--- src/rtl/rq_ack_pkg.sv ---
// Shared FSM state encoding and default sizing for the product accumulator.
// No logic; constants only.
package rq_ack_pkg;

    localparam logic [1:0] ST_ACCUM        = 2'd0;
    localparam logic [1:0] ST_SEND         = 2'd1;
    localparam logic [1:0] ST_WAIT_ACK_LOW = 2'd2;

    localparam int DEF_ACKDATA_WIDTH = 16;
    localparam int DEF_SUM_WIDTH     = 24;
    localparam int DEF_BATCH_LEN     = 4;

endpackage

--- src/rtl/reg_produs_tampon.sv ---
// One-entry holding register for a product that arrives while a batch is being handed off.
// Load/consume take effect on the next edge; the caller decides what to do when full.
module reg_produs_tampon #(
    parameter int WIDTH = 16
) (
    input  logic             clk,
    input  logic             rst_n,
    input  logic             load,
    input  logic             consume,
    input  logic [WIDTH-1:0] product,
    output logic             full,
    output logic [WIDTH-1:0] data
);

    always_ff @(posedge clk or negedge rst_n) begin
        if (!rst_n) begin
            full <= 1'b0;
            data <= '0;
        end else if (load) begin
            full <= 1'b1;
            data <= product;
        end else if (consume) begin
            full <= 1'b0;
        end
    end

endmodule

--- src/rtl/acumulator_produse_rq_ack.sv ---
// Sums BATCH_LEN products, then offers the sum on a four-phase req/ack handshake (req one cycle after last product).
// Products during the handshake go to a one-entry buffer; overflow sets sticky drop. ACUM_SATURARE_EN selects saturating sum.
module acumulator_produse_rq_ack
    import rq_ack_pkg::*;
#(
    parameter int ACKDATA_WIDTH = DEF_ACKDATA_WIDTH,
    parameter int SUM_WIDTH     = DEF_SUM_WIDTH,
    parameter int BATCH_LEN     = DEF_BATCH_LEN
) (
    input  logic                     clk,
    input  logic                     rst_n,
    input  logic                     valid,
    input  logic [ACKDATA_WIDTH-1:0] result,
    output logic                     req,
    input  logic                     ack,
    output logic [SUM_WIDTH-1:0]     req_data,
    output logic [7:0]               count,
    output logic                     drop
);

    localparam logic [7:0] BATCH_CNT = 8'(BATCH_LEN);

    logic [1:0]               state;
    logic [SUM_WIDTH-1:0]     sum;
    logic [SUM_WIDTH-1:0]     sum_next;
    logic [SUM_WIDTH-1:0]     hold_ext;
    logic [SUM_WIDTH-1:0]     result_ext;
    logic [ACKDATA_WIDTH-1:0] hold_data;
    logic                     hold_full;
    logic                     hold_load;
    logic                     hold_consume;
    logic                     in_accum;
    logic                     take_valid;
    logic [1:0]               inc;
    logic [7:0]               count_next;

    reg_produs_tampon #(
        .WIDTH(ACKDATA_WIDTH)
    ) u_tampon (
        .clk     (clk),
        .rst_n   (rst_n),
        .load    (hold_load),
        .consume (hold_consume),
        .product (result),
        .full    (hold_full),
        .data    (hold_data)
    );

    // The buffer can only be full on ACCUM entry, so consuming whenever full in ACCUM
    // is exactly "first product of the next batch", possibly alongside a live valid.
    always_comb begin
        in_accum     = (state == ST_ACCUM);
        take_valid   = in_accum && valid;
        hold_consume = in_accum && hold_full;
        hold_load    = valid && !in_accum && !hold_full;
        hold_ext     = hold_consume ? SUM_WIDTH'(hold_data) : '0;
        result_ext   = take_valid ? SUM_WIDTH'(result) : '0;
        inc          = {1'b0, hold_consume} + {1'b0, take_valid};
        count_next   = count + {6'd0, inc};
    end

`ifdef ACUM_SATURARE_EN
    logic [SUM_WIDTH+1:0] sum_ext;

    always_comb begin
        sum_ext  = {2'b00, sum} + {2'b00, hold_ext} + {2'b00, result_ext};
        sum_next = (|sum_ext[SUM_WIDTH+1:SUM_WIDTH]) ? '1 : sum_ext[SUM_WIDTH-1:0];
    end
`else
    always_comb begin
        sum_next = sum + hold_ext + result_ext;
    end
`endif

    always_ff @(posedge clk or negedge rst_n) begin
        if (!rst_n) begin
            state    <= ST_ACCUM;
            sum      <= '0;
            count    <= '0;
            req      <= 1'b0;
            req_data <= '0;
            drop     <= 1'b0;
        end else begin
            if (valid && !in_accum && hold_full) begin
                drop <= 1'b1;
            end
            case (state)
                ST_ACCUM: begin
                    if (inc != 2'd0) begin
                        sum   <= sum_next;
                        count <= count_next;
                        if (count_next >= BATCH_CNT) begin
                            state    <= ST_SEND;
                            req      <= 1'b1;
                            req_data <= sum_next;
                        end
                    end
                end
                ST_SEND: begin
                    if (ack) begin
                        req   <= 1'b0;
                        state <= ST_WAIT_ACK_LOW;
                    end
                end
                ST_WAIT_ACK_LOW: begin
                    if (!ack) begin
                        sum   <= '0;
                        count <= '0;
                        state <= ST_ACCUM;
                    end
                end
                default: begin
                    state <= ST_ACCUM;
                end
            endcase
        end
    end

endmodule

--- config.mk ---
export PLATFORM = sky130hd
export DESIGN_NAME = acumulator_produse_rq_ack
export DESIGN_NICKNAME = d
export VERILOG_FILES = /design/src/rtl/rq_ack_pkg.sv /design/src/rtl/reg_produs_tampon.sv /design/src/rtl/acumulator_produse_rq_ack.sv
export SDC_FILE = /design/constraint.sdc
export NUM_CORES = 1
export LEC_CHECK = 0
export ABC_AREA = 0
export ABC_CLOCK_PERIOD_IN_PS = 8000
export CELL_PAD_IN_SITES_DETAIL_PLACEMENT = 1
export CELL_PAD_IN_SITES_GLOBAL_PLACEMENT = 1
export CORE_UTILIZATION = 35
export DETAILED_ROUTE_END_ITERATION = 10
export HOLD_SLACK_MARGIN = 0.12
export PLACE_DENSITY_LB_ADDON = 0.05
export SYNTH_ARGS = -nofsm -noshare
export SYNTH_HDL_FRONTEND = slang
export SYNTH_SLANG_ARGS = --single-unit
--- constraint.sdc ---
create_clock -name clk -period 8 [get_ports clk]
set_input_delay 1.6 -clock clk [delete_from_list [all_inputs] [get_ports clk]]
set_output_delay 1.6 -clock clk [all_outputs]
set_load 0.01 [all_outputs]
Word level (Yosys, flattened, before mapping) --
Index checks and enable logic that the tools add are counted.
Word-level totals: output and inout bits 34, flip-flop bits (word level) 77, bits of input ports 20
Operators by class: eq/ne operators 6, $add $sub $neg 4, reductions and logical operators 16, muxes and demuxes 19, $lt $le $gt $ge 1
Operators by type and width (number):
- 24-bit by 16-bit adder with 24-bit output | 2
- 24-bit two-way mux | 2
- 24-bit case mux with 2 select lines | 1
- 16-bit two-way mux | 2
- 8-bit two-way mux | 2
- 8-bit case mux with 2 select lines | 1
- 8-bit by 2-bit adder with 8-bit output | 1
- 8-bit by 3-bit greater-or-equal comparator with 1-bit output (second input constant) | 1
- 2-bit two-way mux | 4
- 4-bit AND reduction | 2
- 2-bit nonzero test | 4
- 2-bit case mux with 3 select lines | 1
- 3-bit AND reduction | 2
- 1-bit logical AND | 5
- 1-bit two-way mux | 5
- 2-bit by 1-bit != test with 1-bit output (second input constant) | 2
- 2-bit != test (second input constant) | 2
- 1-bit by 1-bit adder with 2-bit output | 1
- 2-bit by 1-bit equality test with 1-bit output (second input constant) | 1
- 2-bit equality test (second input constant) | 1
- 1-bit zero test | 2
- 2-bit zero test | 1
- 1-bit case mux with 2 select lines | 1

Longest topological paths before layout --
depth in word-level cells 8, mapped depth 14, mapped depth without buffers 14

Cells and area by module --
From an unflattened synthesis, not the netlist that was laid out.
Second synthesis, totals: cells, all modules 444, area, all modules 4715.8 µm²
By module, submodules not included:
- acumulator_produse_rq_ack | times used 1, sequential area each 1501.4 µm², cells an instance 407, area an instance 4032.6 µm²
- reg_produs_tampon | times used 1, sequential area each 425.4 µm², cells an instance 37, area an instance 683.2 µm²

Least setup slack after synthesis --
Ideal clock, no wire load.
path kind in2reg, start input valid, end register req_data[21], data arrival time 4.170 ns, cell stages on the path 11, library setup time 0.082 ns, required time 7.918 ns, setup slack 3.748 ns, cells stage by stage and3_1 fa_1 ha_1 inv_1 fa_1 nand2b_1 a21oi_1 o31a_2 a31oi_1 or3_2 a31oi_1
Between the ends: word-level cells in the longest chain between the ends 5
RTL lines:
- start: declaration | line acumulator_produse_rq_ack.sv:12 | input logic valid,
- 1-bit logical AND (*) | line acumulator_produse_rq_ack.sv:53 | take_valid = in_accum && valid;
- 1-bit by 1-bit adder with 2-bit output | line acumulator_produse_rq_ack.sv:58 | inc = {1'b0, hold_consume} + {1'b0, take_valid};
- 8-bit by 2-bit adder with 8-bit output | line acumulator_produse_rq_ack.sv:59 | count_next = count + {6'd0, inc};
- 8-bit by 3-bit greater-or-equal comparator with 1-bit output | line acumulator_produse_rq_ack.sv:92 | if (count_next >= BATCH_CNT) begin
- 3-bit AND reduction (no line)
- end signal: assignment | line acumulator_produse_rq_ack.sv:95 | req_data <= sum_next;
- end: declaration | line acumulator_produse_rq_ack.sv:16 | output logic [SUM_WIDTH-1:0] req_data,
Mark *: on every way between the ends. The rest lies on a longest branch, timed or not. A chain may end at the register's enable or synchronous reset.

Worst setup path after layout --
Ends and elaborated chain as after synthesis.

==> impl_metrics.ini <==
[run_status]
status = completed

[pwr]
ir_drop_mv = 0.124
p_leak_nw = 2.54
power_density_mw_per_mm2 = 406
pwr-share-seq = 0.283
clkPwrFrac = 0.166
p_sw_frac = 0.422
switchingPower_uw = 984
combPwrFrac = 0.551
p_int_mw = 1.35
finalPower_mw = 2.33

[placement]
gp_congestion = 0.884
dp_cells = 683
port_buffers = 53
hpwl_um = 9420
place_area_mm2 = 0.00547

[synthesis]
ys_seq_area_frac = 0.400
synth_largest_area_cell = dfrtp_1
ys_types = 54
syn_area_mm2 = 0.00481
synth_flop_cell = dfrtp_1
async_flop_share = 1.00
postSynthAreaPerCell_um2 = 10.1
synth_area_leaders = dfrtp_1 40%, fa_1 7.5%, mux2_2 7.3%
synth-edff-count = 0
synth-seq-cells = 77
synth_fp_nets = 536
synth_top_area_frac = 0.400
synthCells = 478
yosys_warnings = 0

[sta]
final.period_utilization = 0.657
period_needed_ps = 5260
setup_viol = 0
timing.fmax_mhz = 190
finalClockSkew_ps = 5.50
fin_tns_setup_ps = 0
hold_viol = 0
worst_pin_slew_ps = 1120
slew_viol_final = 0
rsz0062_at_grt = no
max-slew-margin-rel = 0.251

[cells_and_area]
final_cell_mix = 77 x dfrtp_1, 52 x clkdlybuf4s50_1, 34 x and3_1, 34 x a21oi_1, 32 x nor2_1
synthToLayoutAreaGrowth_pct = 19.4
design_area_mm2 = 0.00575
final_common_cell = dfrtp_1
drive_above_1_share = 0.125
diodes = 0
nNetsFinal = 576
stdcell_count = 698
final_util = 0.431

[route]
drt_iter0_drc = 155
viasPerCell = 5.43
via_count = 3793
met3_length_um = 310
ant_nets = 0
drt-total-wl_um = 12900
drtPass1Iterations = 4
drcViolationCount = 0
top_layer = met4
dr_wl_met2_um = 5960
m1WireLength_um = 6380
drt-wirelength-per-cell_um = 18.4

[cts]
cts_num_sinks = 77
insertion_delay_ps = 340
cts_htree_levels = 3
cts_buffer_depth = 2
cts_buffers = 9
cts_resized = 0
cts_root_buf = clkbuf_16
postCtsHoldBufs = 0
cts_tree = built
post_cts_buffers = 0
clk_pin_slew_ps = 60

[worst_setup_path]
critPathArrivalTime_ps = 5520
crit_slowest_cell = clkdlybuf4s50_1
path_cells = clkdlybuf4s50_1 > and2_1 > nand2_1 > fa_1 > inv_1 > ha_1 > inv_1 > fa_1 > nand2b_1 > a21oi_1 > o31a_2 > a31oi_1 > or3_2 > a31oi_1
crit_path_start_kind = primary input
critPathMaxStageDelay_ps = 860
critical_path_class = primary input to flop
crit_fanout = 19
endpoint_kind = flop
cp.required_ps = 8260

[min_path]
hp-class = flop to flop

[floorplan]
design.die.area_mm2 = 0.0142
rows = 42
fp.coreArea_mm2 = 0.0133
io_pins = 54
start_util = 0.361
die_y_um = 119
die_x_um = 119

[global_routing]
grt-ovfl-total = 0
grt_max_degree = 78
grtUsageTotal = 0.198
first_global_vias = 4005
antenna_found_initial = 0
grt_pass1_wl_um = 21600

[run]
maxCapViolCount = 0
-- power groups by stage --
stage / logic (mW) / registers, mW / clock network [mW]
2_1_floorplan: 0.851 / 0.662 / 0
3_3_place_gp: 1.27 / 0.664 / 0
3_5_place_dp: 1.29 / 0.671 / 0
4_1_cts: 1.31 / 0.666 / 0.399
5_1_grt: 1.42 / 0.689 / 0.416
6_report: 1.29 / 0.661 / 0.386
-- worst max-delay path, delay by kind of cell --
| kind | cells | cell delay [ps] |
|---|---|---|
| compound gates | 4 | 910 |
| fa+ha+maj | 3 | 970 |
| buf+inv | 3 | 1000 |
| simple gates | 4 | 1030 |
-- kinds of logic after synthesis --
logic type,synth area share
compound gates,0.175
xor+xnor,0.0382
fa+ha+maj,0.127
buf+inv,0.0374
flops,0.400
mux,0.0725
simple gates,0.150
-- path summary, 6_finish.rpt --
path	start	end	slack, ps	cells past startpoint
max in group asynchronous	rst_n	sum[12]$_DFFE_PN0P_	5920	1
min	drop$_DFFE_PN0P_	drop$_DFFE_PN0P_	470	1
min in group asynchronous	rst_n	count[1]$_DFFE_PN0P_	1410	1
max	valid	req_data[21]$_DFFE_PN0P_	2740	14
min reg2reg	drop$_DFFE_PN0P_	drop$_DFFE_PN0P_	470	1
max reg2reg	state[0]$_DFFE_PN0P_	req_data[21]$_DFFE_PN0P_	4000	15
-- registers in the layout (all words and copies together) (netlist names) --
| name | count |
|---|---|
| count | 8 |
| drop | 1 |
| req | 1 |
| req_data | 24 |
| state | 2 |
| sum | 24 |
| u_tampon.data | 16 |
| u_tampon.full | 1 |
-- through the flow --
stage	setup WS, ps	hold slack [ps]
3_5_place_dp	2380	463
5_1_grt	2380	514
4_1_cts	2700	479
2_1_floorplan	3750	456
6_report	2740	472
3_3_place_gp	2560	463
-- layout make-up --
class / count / area (um^2)
Clock buffer: 12 / 256
Clock inverter: 3 / 21.3
Fill cell: 1524 / 7600
Inverter: 14 / 52.6
Multi-Input combinational cell: 358 / 2710
Sequential cell: 77 / 1930
Tap cell: 176 / 220
Timing Repair Buffer: 58 / 566
-- cell usage after synthesis (2+ instances only) --
master	number
and3_1	34
buf_2	8
and2_1	5
a311oi_1	3
inv_1	14
nand4_1	7
or3_2	2
a21o_2	2
a31oi_1	8
nand3b_1	2
nand2_1	25
clkbuf_1	18
nor4_1	2
a22o_1	16
o211ai_1	5
xor2_1	3
ha_1	20
nor3_1	6
a21boi_0	4
o21ai_0	28
a31o_2	3
fa_1	18
a21oi_1	34
mux2_2	31
nor2_1	32
o22ai_1	3
a21o_1	6
nand3_1	10
xnor2_1	18
dfrtp_1	77
a211oi_1	5
or2_2	4
nand2b_1	4
-- per-layer routing --
| metal | track usage | vias to the layer above |
|---|---|---|
| li1 | - | 1810 |
| met1 | 0.272 | 1917 |
| met2 | 0.316 | 52 |
| met3 | 0.0307 | 14 |
| met4 | 0.0688 | 0 |
| met5 | 0 | - |
Note: power is estimated with default switching activity, not from simulation.
